<file path="config.mk">
export PLATFORM = sky130hd
export DESIGN_NAME = muldiv_unit
export DESIGN_NICKNAME = d
export VERILOG_FILES = /design/src/rtl/muldiv_unit.sv
export SDC_FILE = /design/constraint.sdc
export NUM_CORES = 1
export LEC_CHECK = 0
export CAP_MARGIN = 30
export CORE_UTILIZATION = 30
export CTS_BUF_LIST = sky130_fd_sc_hd__clkbuf_4
export CTS_CLUSTER_SIZE = 16
export DETAILED_ROUTE_END_ITERATION = 10
export HOLD_SLACK_MARGIN = 0.02
export PLACE_DENSITY_LB_ADDON = 0.08
export SLEW_MARGIN = 10
export SYNTH_ARGS = -nofsm -noshare
export SYNTH_HDL_FRONTEND = slang
export SYNTH_SLANG_ARGS = --single-unit
export TNS_END_PERCENT = 50
</file>
<file path="constraint.sdc">
create_clock -name clk -period 3.3 [get_ports clk]
set_input_delay 0.66 -clock clk [delete_from_list [all_inputs] [get_ports clk]]
set_output_delay 0.66 -clock clk [all_outputs]
set_load 0.01 [all_outputs]
</file>
<file path="src/rtl/muldiv_unit.sv">
// Iterative RV32M multiply/divide unit beside the execute stage.
// Shift-add multiply, restoring divide, UNROLL bits per cycle.
module muldiv_unit #(
  parameter int XLEN   = 32,
  parameter int UNROLL = 1,
  parameter int TAGW   = 5
) (
  input  logic            clk,
  input  logic            reset_n,
  input  logic            in_valid,
  output logic            in_ready,
  input  logic [2:0]      funct3,
  input  logic [XLEN-1:0] a,
  input  logic [XLEN-1:0] b,
  input  logic [TAGW-1:0] tag_in,
  input  logic            kill,
  output logic            out_valid,
  input  logic            out_ready,
  output logic [XLEN-1:0] result,
  output logic [TAGW-1:0] tag_out,
  output logic            busy
);

  localparam int K  = XLEN / UNROLL;
  localparam int CW = $clog2(K + 1);
  localparam logic [XLEN-1:0] ZERO = '0;
  localparam logic [XLEN-1:0] ONES = '1;
  localparam logic [XLEN-1:0] MIN  = {1'b1, {(XLEN-1){1'b0}}};

  typedef enum logic [1:0] {
    IDLE, CALC, FIX, DONE
  } state_t;

  state_t state_q, state_d;

  logic [2:0]        op_q;
  logic [TAGW-1:0]   tag_q;
  logic [XLEN-1:0]   mag_a_q;
  logic [XLEN-1:0]   mag_b_q;
  logic [2*XLEN-1:0] acc_q;
  logic [2*XLEN-1:0] acc_d;
  logic [CW-1:0]     cnt_q;
  logic              neg_q;
  logic              neg_rem_q;
  logic [XLEN-1:0]   res_q;
  logic [TAGW-1:0]   tag_out_q;

  logic            accept;
  logic            is_div;
  logic            sgn_a;
  logic            sgn_b;
  logic            a_neg;
  logic            b_neg;
  logic [XLEN-1:0] a_mag;
  logic [XLEN-1:0] b_mag;
  logic            b_zero;
  logic            ovf;
  logic            fast;
  logic [XLEN-1:0] fast_res;

  assign in_ready  = (state_q == IDLE);
  assign busy      = (state_q != IDLE);
  assign out_valid = (state_q == DONE);
  assign result    = res_q;
  assign tag_out   = tag_out_q;

  assign accept = in_valid & in_ready & ~kill;
  assign is_div = funct3[2];

  always_comb begin
    sgn_a = 1'b0;
    sgn_b = 1'b0;
    unique case (1'b1)
      (funct3 == 3'b001): begin sgn_a = 1'b1; sgn_b = 1'b1; end
      (funct3 == 3'b010): begin sgn_a = 1'b1; end
      (funct3 == 3'b100),
      (funct3 == 3'b110): begin sgn_a = 1'b1; sgn_b = 1'b1; end
      default: ;
    endcase
  end

  assign a_neg  = sgn_a & a[XLEN-1];
  assign b_neg  = sgn_b & b[XLEN-1];
  assign a_mag  = a_neg ? -a : a;
  assign b_mag  = b_neg ? -b : b;
  assign b_zero = (b == ZERO);
  assign ovf    = is_div & ~funct3[0] & (a == MIN) & (b == ONES);
  assign fast   = is_div & (b_zero | ovf);

  // Divide-by-zero and signed overflow bypass the iteration entirely
  always_comb begin
    if (b_zero) fast_res = funct3[1] ? a : ONES;
    else        fast_res = funct3[1] ? ZERO : a;
  end

  always_comb begin
    state_d = state_q;
    unique case (state_q)
      IDLE: if (accept) state_d = fast ? DONE : CALC;
      CALC: if (cnt_q == CW'(1)) state_d = FIX;
      FIX:  state_d = DONE;
      DONE: if (out_ready) state_d = IDLE;
      default: state_d = IDLE;
    endcase
    if (kill) state_d = IDLE;
  end

  always_ff @(posedge clk or negedge reset_n) begin
    if (!reset_n) state_q <= IDLE;
    else          state_q <= state_d;
  end

  // acc = {partial high / remainder, multiplier / quotient}
  logic [XLEN:0] sum;
  logic [XLEN:0] prem;
  logic [XLEN:0] diff;

  always_comb begin
    acc_d = acc_q;
    sum   = '0;
    prem  = '0;
    diff  = '0;
    for (int i = 0; i < UNROLL; i++) begin
      if (!op_q[2]) begin
        sum   = {1'b0, acc_d[2*XLEN-1:XLEN]}
              + {1'b0, (acc_d[0] ? mag_a_q : ZERO)};
        acc_d = {sum, acc_d[XLEN-1:1]};
      end else begin
        prem = acc_d[2*XLEN-1:XLEN-1];
        diff = prem - {1'b0, mag_b_q};
        if (!diff[XLEN])
          acc_d = {diff[XLEN-1:0], acc_d[XLEN-2:0], 1'b1};
        else
          acc_d = {prem[XLEN-1:0], acc_d[XLEN-2:0], 1'b0};
      end
    end
  end

  logic [2*XLEN-1:0] prod;
  logic [XLEN-1:0]   quo;
  logic [XLEN-1:0]   rem;
  logic [XLEN-1:0]   fix_res;

  always_comb begin
    prod = neg_q ? -acc_q : acc_q;
    quo  = neg_q ? -acc_q[XLEN-1:0] : acc_q[XLEN-1:0];
    rem  = neg_rem_q ? -acc_q[2*XLEN-1:XLEN]
                     : acc_q[2*XLEN-1:XLEN];
    if (op_q[2])
      fix_res = op_q[1] ? rem : quo;
    else if (op_q[1:0] == 2'b00)
      fix_res = prod[XLEN-1:0];
    else
      fix_res = prod[2*XLEN-1:XLEN];
  end

  always_ff @(posedge clk or negedge reset_n) begin
    if (!reset_n) begin
      op_q      <= '0;
      tag_q     <= '0;
      mag_a_q   <= '0;
      mag_b_q   <= '0;
      acc_q     <= '0;
      cnt_q     <= '0;
      neg_q     <= 1'b0;
      neg_rem_q <= 1'b0;
      res_q     <= '0;
      tag_out_q <= '0;
    end else if (accept) begin
      op_q      <= funct3;
      tag_q     <= tag_in;
      mag_a_q   <= a_mag;
      mag_b_q   <= b_mag;
      neg_q     <= a_neg ^ b_neg;
      neg_rem_q <= a_neg;
      cnt_q     <= CW'(K);
      acc_q     <= is_div ? {ZERO, a_mag} : {ZERO, b_mag};
      if (fast) begin
        res_q     <= fast_res;
        tag_out_q <= tag_in;
      end
    end else if (state_q == CALC) begin
      acc_q <= acc_d;
      cnt_q <= cnt_q - CW'(1);
    end else if (state_q == FIX && !kill) begin
      res_q     <= fix_res;
      tag_out_q <= tag_q;
    end
  end

endmodule

</file>
* Yosys cells after proc, flatten, opt, wreduce, memory -nomap -nowiden
Cells that the tools add are included.
W data, S select, Z words.
** Storage, ports and cells
- Bits in read-only memories :: 0
- Memories kept :: 0
- RAM bits :: 0
- Register bits after elaboration :: 183
- Latch bits :: 0
** Operators by class
- Reduce and logical (&&, ||, !) cells :: 12
- Magnitude comparators :: 0
- Bitwise operators :: 12
- Multiply operators :: 0
- Div/mod/pow operators :: 0
- $add $sub $neg :: 8
- Multiplexer cells :: 35
- Equality and inequality tests :: 15
- Shift-type cells :: 0
** Operator list (count)
- $mux W32 :: 16
- $mux W64 :: 5
- $neg A32 Y32 :: 4
- $eq A32 B32 Y1 const B :: 2
- $neg A64 Y64 :: 1
- $add A32 B32 Y33 :: 1
- $sub A33 B32 Y33 :: 1
- $logic_not A32 Y1 :: 1
- $mux W5 :: 4
- $mux W6 :: 2
- $mux W2 :: 5
- $and A1 B1 Y1 :: 8
- $pmux W2 S4 :: 1
- $eq A3 B3 Y1 const B :: 2
- $eq A6 B1 Y1 const B :: 1
- $reduce_and A3 Y1 :: 2
- $reduce_bool A2 Y1 :: 3
- $sub A6 B1 Y6 const B :: 1
- $eq A2 B2 Y1 const B :: 2
- $logic_not A2 Y1 :: 2
- $reduce_or A4 Y1 :: 1
- $eq A3 B1 Y1 const B :: 1
- $eq A3 B2 Y1 const B :: 1
- $ne A3 B1 Y1 const B :: 1
- 12 further kinds :: 14

* Logic depth before layout (Yosys ltp)
- Depth after elaboration :: 10
- Gate-level depth with buffers :: 16
- Gate-level depth less buffers :: 14

* Worst setup path before layout
OpenSTA, ideal clock, no wires.
- Path kind :: reg2reg
- Start :: reg acc_q[31]
- End :: reg acc_q[56]
- Arrival :: 3.379 ns
- Clock period less this slack :: 3.515 ns
- Setup slack :: -0.215 ns
- Required time :: 3.164 ns
- Stages on the path, launching flop included :: 17
- Library setup time :: 0.136 ns
- Cell sequence :: dfrtp_1 clkbuf_1 inv_1 ha_1 fa_1 nor2b_1 o31a_1 or4_1 nand4_1 nand2_1 a211oi_1 xnor2_1 clkbuf_1 buf_2 o2bb2ai_1 a31oi_1 a21oi_1
** Between the ends
- Longest elaborated chain between the ends :: 5
** RTL lines
- start: declaration :: line 40 : logic [2*XLEN-1:0] acc_q;
- start signal: assignment :: line 177 : acc_q <= is_div ? {ZERO, a_mag} : {ZERO, b_mag};
- $sub A33 B32 Y33 :: line 130 : diff = prem - {1'b0, mag_b_q};
- $mux W64 :: line 131 : if (!diff[XLEN])
- $mux W64 :: line 124 : if (!op_q[2]) begin
- $mux W64 :: line 182 : end else if (state_q == CALC) begin
- $mux W64 :: line 169 : end else if (accept) begin
No other way between the ends. The select of a mux whose other input is x is not followed.
A chain may end at the register's enable or synchronous reset.

* Final worst setup path
- Start :: reg acc_q[33]
- End :: reg acc_q[39]
** Between the ends
- Longest elaborated chain between the ends :: 5
- Elaborated cells on any way between the ends :: 6
- Classes of those cells :: 2 x add/sub; 4 x mux
** RTL lines (line)
- $sub A33 B32 Y33 :: 130
- $mux W64 :: 131
- $mux W64 * :: 124
- $mux W64 * :: 182
- $mux W64 * :: 169
Every way passes the cells marked *; elsewhere a longest branch is shown, timed or not. The select of a mux whose other input is x is not followed.

==> results.cfg <==
[setup_path]
worstReg2RegStart = acc_q[33]
rrSetupSlack_ns = -0.06
crit_path_start = acc_q[33]
cp-end-kind = flop
max_stage_delay_ns = 0.47
path_class = reg -> reg
cp-start-kind = flop
cp.required_ns = 4.00
ff2ff_path_depth = 16
crit_family = simple AND/OR/NAND/NOR gates
worstPathMaxFanout = 4
worstReg2RegEnd = acc_q[39]
arrival_ns = 4.06
crit_end = acc_q[39]
crit_cells = 16
worstPathCellList = buf_6, ha_4, nor2b_2, o31a_1, or4_4, nand4_1, nand2_2, a211oi_2, buf_4, xnor2_4, buf_12, buf_12, buf_6, mux2i_1, a211oi_1, a31o_2
slowest_stage = or4_4
cp_num_buf_inv = 5

[cells_and_area]
instances_no_fill = 3380
layout-drive-gt1-share = 0.290
area_delta_synth_final_pct = 43.2
fin_util = 0.438
fin_nets = 2821

[drt]
drt-initial-drc-count = 1455
wl_per_cell_microns = 23.0
vias = 18200
finalWirelength_microns = 77700
ant_nets = 0
dr.pass1.iters = 6
via_per_inst = 5.38
drc = 0

[yosys]
syn_avg_cell_area_sq_um = 7.73
postSynthCellCount = 2146
yosysSeqAreaShare = 0.276
synthAdderAreaFrac = 0.0754
synth_nets = 2301
synthTopCellsByArea = dfrtp_1 (28%), o21ai_0 (7.5%), nand2_1 (6.7%)
yosys.area_share.simple = 0.205
synth_edf_count = 0
synth_mux_area_frac = 0.0510
synth-xor-area-share = 0.111
synth_compound_area_frac = 0.230
synth_area_sq_um = 16600
synth_top_family_by_area = compound AO/OA/AOI/OAI gates
synth_top_area_cell = dfrtp_1
synth_warnings = 0
yosys.cell_types.count = 81
synth-seq-cells = 183
async_flop_share = 1.00
synth_top_area_share = 0.276
synth_ff_type = dfrtp_1

[timing]
worst_slew_pin_slew_ns = 0.928
finalHoldViolCount = 0
rsz0062_at_grt = true
fin_ws_ns = -0.0625
slew_headroom = 0.381
period_share = 1.02
min_period_ns = 3.36
setup_viol = 12
report.final.slew_viol_count = 0
setup-tns-final_ns = -0.302
fin_worst_skew_ns = 0.0311
fmax_mhz = 297

[outcome]
violations = setup timing
status = finished, violations left

[placement]
gp_congestion = 0.922
dp_hpwl_microns = 60600
dp_cells = 3296
numPortBuffers = 116

[clocking]
cts_tree = done
cts_buffer_depth = 2
h-tree-depth = 4
root_buffer = clkbuf_4
clk_pin_slew_worst_paths_ns = 0.18
cts_made_buffers = 17
numClockSinks = 183
clk_latency_ns = 0.79

[power]
power_leakage_uw = 0.0104
power_density_nw_per_um2 = 959
vdd_drop_max_mv = 0.374

[global_routing]
grt_pass1_wl_microns = 115000
grt_usage = 0.274
use_met1 = 0.376
busiest_layer = met2
grt_max_degree = 75
grtUsageMet2 = 0.445
overflow = 0
grt.met3_usage = 0.0375
grt_pass1_vias = 18000
antenna_found_initial = 4

[floorplan]
core_area_sq_um = 54200
die_area_sq_um = 56300
initial_core_util = 0.306
num_rows = 85
fp.dieH_microns = 237
fp.dieW_microns = 237
ios = 117

[worst_hold_path]
hp-class = in -> reg
hp-start = tag_in[0]

[job]
cap_violations = 0
==> worst min-delay path: stages <==
cell and delay [ns]:
clkdlybuf4s50_1 0.40, nand2_1 0.06, nand2_1 0.06
==> power breakdown <==
group | switching [uW] | internal (uW) | total [uW] | leakage, uW
clock | 1020 | 480 | 1500 | 0.000159
sequential | 974 | 3180 | 4150 | 0.00229
combinational | 9010 | 8130 | 17100 | 0.00797
==> routing by layer <==
layer	vias up	wire length (microns)
met5	-	0
met4	0	2380
met3	101	4010
met2	547	36000
met1	8867	35300
li1	8664	-
==> placed cells by master, fill, tap and decap left out, drive strengths merged, types with 11 or more instances in the layout <==
master         instances
buf                  528
nand2                298
o21ai                252
dfrtp                183
a21oi                152
nor2                 131
xnor2                116
clkdlybuf4s50        114
xor2                  95
inv                   87
ha                    76
mux2i                 62
nand3                 58
and2                  42
o211ai                30
a21o                  30
nor3                  29
nand2b                28
maj3                  26
a211oi                24
o31ai                 22
nand4                 21
nor4                  20
mux2                  20
clkbuf                19
a31oi                 18
o221ai                17
or3                   17
or4                   16
nor2b                 15
or2                   12
o41ai                 12
and3                  11
==> worst min path at each step <==
| stage | end | slack (ns) | cells past startpoint |
|---|---|---|---|
| 2_1_floorplan | acc_q[0] | 0.36 | 0 |
| 3_3_place_gp | tag_q[2] | 0.45 | 2 |
| 5_1_grt | tag_q[0] | 0.39 | 3 |
| 3_5_place_dp | tag_q[2] | 0.46 | 2 |
| 4_1_cts | tag_q[0] | 0.32 | 3 |
| 6_report | tag_q[0] | 0.43 | 3 |
==> state kept, by name, summed over array words and instances, names as in the netlist <==
name	cells
tag_out	5
neg_rem_q	1
tag_q	5
cnt_q	6
neg_q	1
mag_a_q	32
mag_b_q	32
acc_q	64
result	32
op_q	3
state_q	2
==> synth_stat cells, types with 5 or more instances <==
cell	count
nand2b_1	28
o21ai_0	248
o211ai_1	30
maj3_1	26
nor2b_1	15
nand2_1	297
a21oi_1	152
a21o_1	30
clkbuf_1	120
dfrtp_1	183
mux2_2	20
and2_1	42
o2111ai_1	7
xnor2_1	116
a221oi_1	7
nor3_1	28
o21bai_1	8
o41ai_1	12
o21a_1	5
buf_2	6
a211oi_1	24
ha_1	76
xor2_1	95
mux2i_1	62
nand4_1	21
a31o_2	8
o31ai_1	21
or4_1	15
nand3_1	58
nor4_1	18
inv_1	76
buf_1	16
and3_1	11
a31oi_1	18
o221ai_1	17
or3_1	17
nor2_1	131
or2_2	12
==> cell families (layout without fill, tap and decap cells) <==
logic type / count (synthesis) / count (layout)
simple gates: 716 / 716
compound gates: 629 / 629
buf+inv: 221 / 754
xor+xnor: 211 / 211
flops: 183 / 183
fa+ha+maj: 104 / 104
mux: 82 / 82
other cells: 0 / 5
==> timing repair <==
action / 4_1_cts / 5_1_grt
setup endpoints to repair: 48 / 65
cloned: 0 / 1
pin swaps: 31 / 73
hold buffers: 1 / 0
buffers inserted: 32 / 19
gates resized for setup: 100 / 159
endpoints found under the hold margin: 69 / 0
==> metrics by stage <==
step / total power (uW) / cell area (sq um) / hold WS (ns) / setup WS [ns]
after floorplan: 12300 / 16600 / 0.364 / -0.0394
after global placement: 18700 / 21900 / 0.450 / -0.704
after detailed placement: 18800 / 21900 / 0.457 / -0.831
after CTS: 21400 / 22900 / 0.323 / -0.0562
after global routing: 24400 / 23800 / 0.392 / -0.175
final: 22800 / 23800 / 0.432 / -0.0625
==> final cells by class <==
type                            instances  area (sq um)
Tap cell                              696           871
Clock buffer                           17           128
Clock inverter                         15           176
Fill cell                            5516         30500
Antenna cell                            5          12.5
Inverter                               77           289
Timing Repair Buffer                  645          5430
Sequential cell                       183          4580
Multi-Input combinational cell       1742         12300
(Power assumes the default switching activity.)
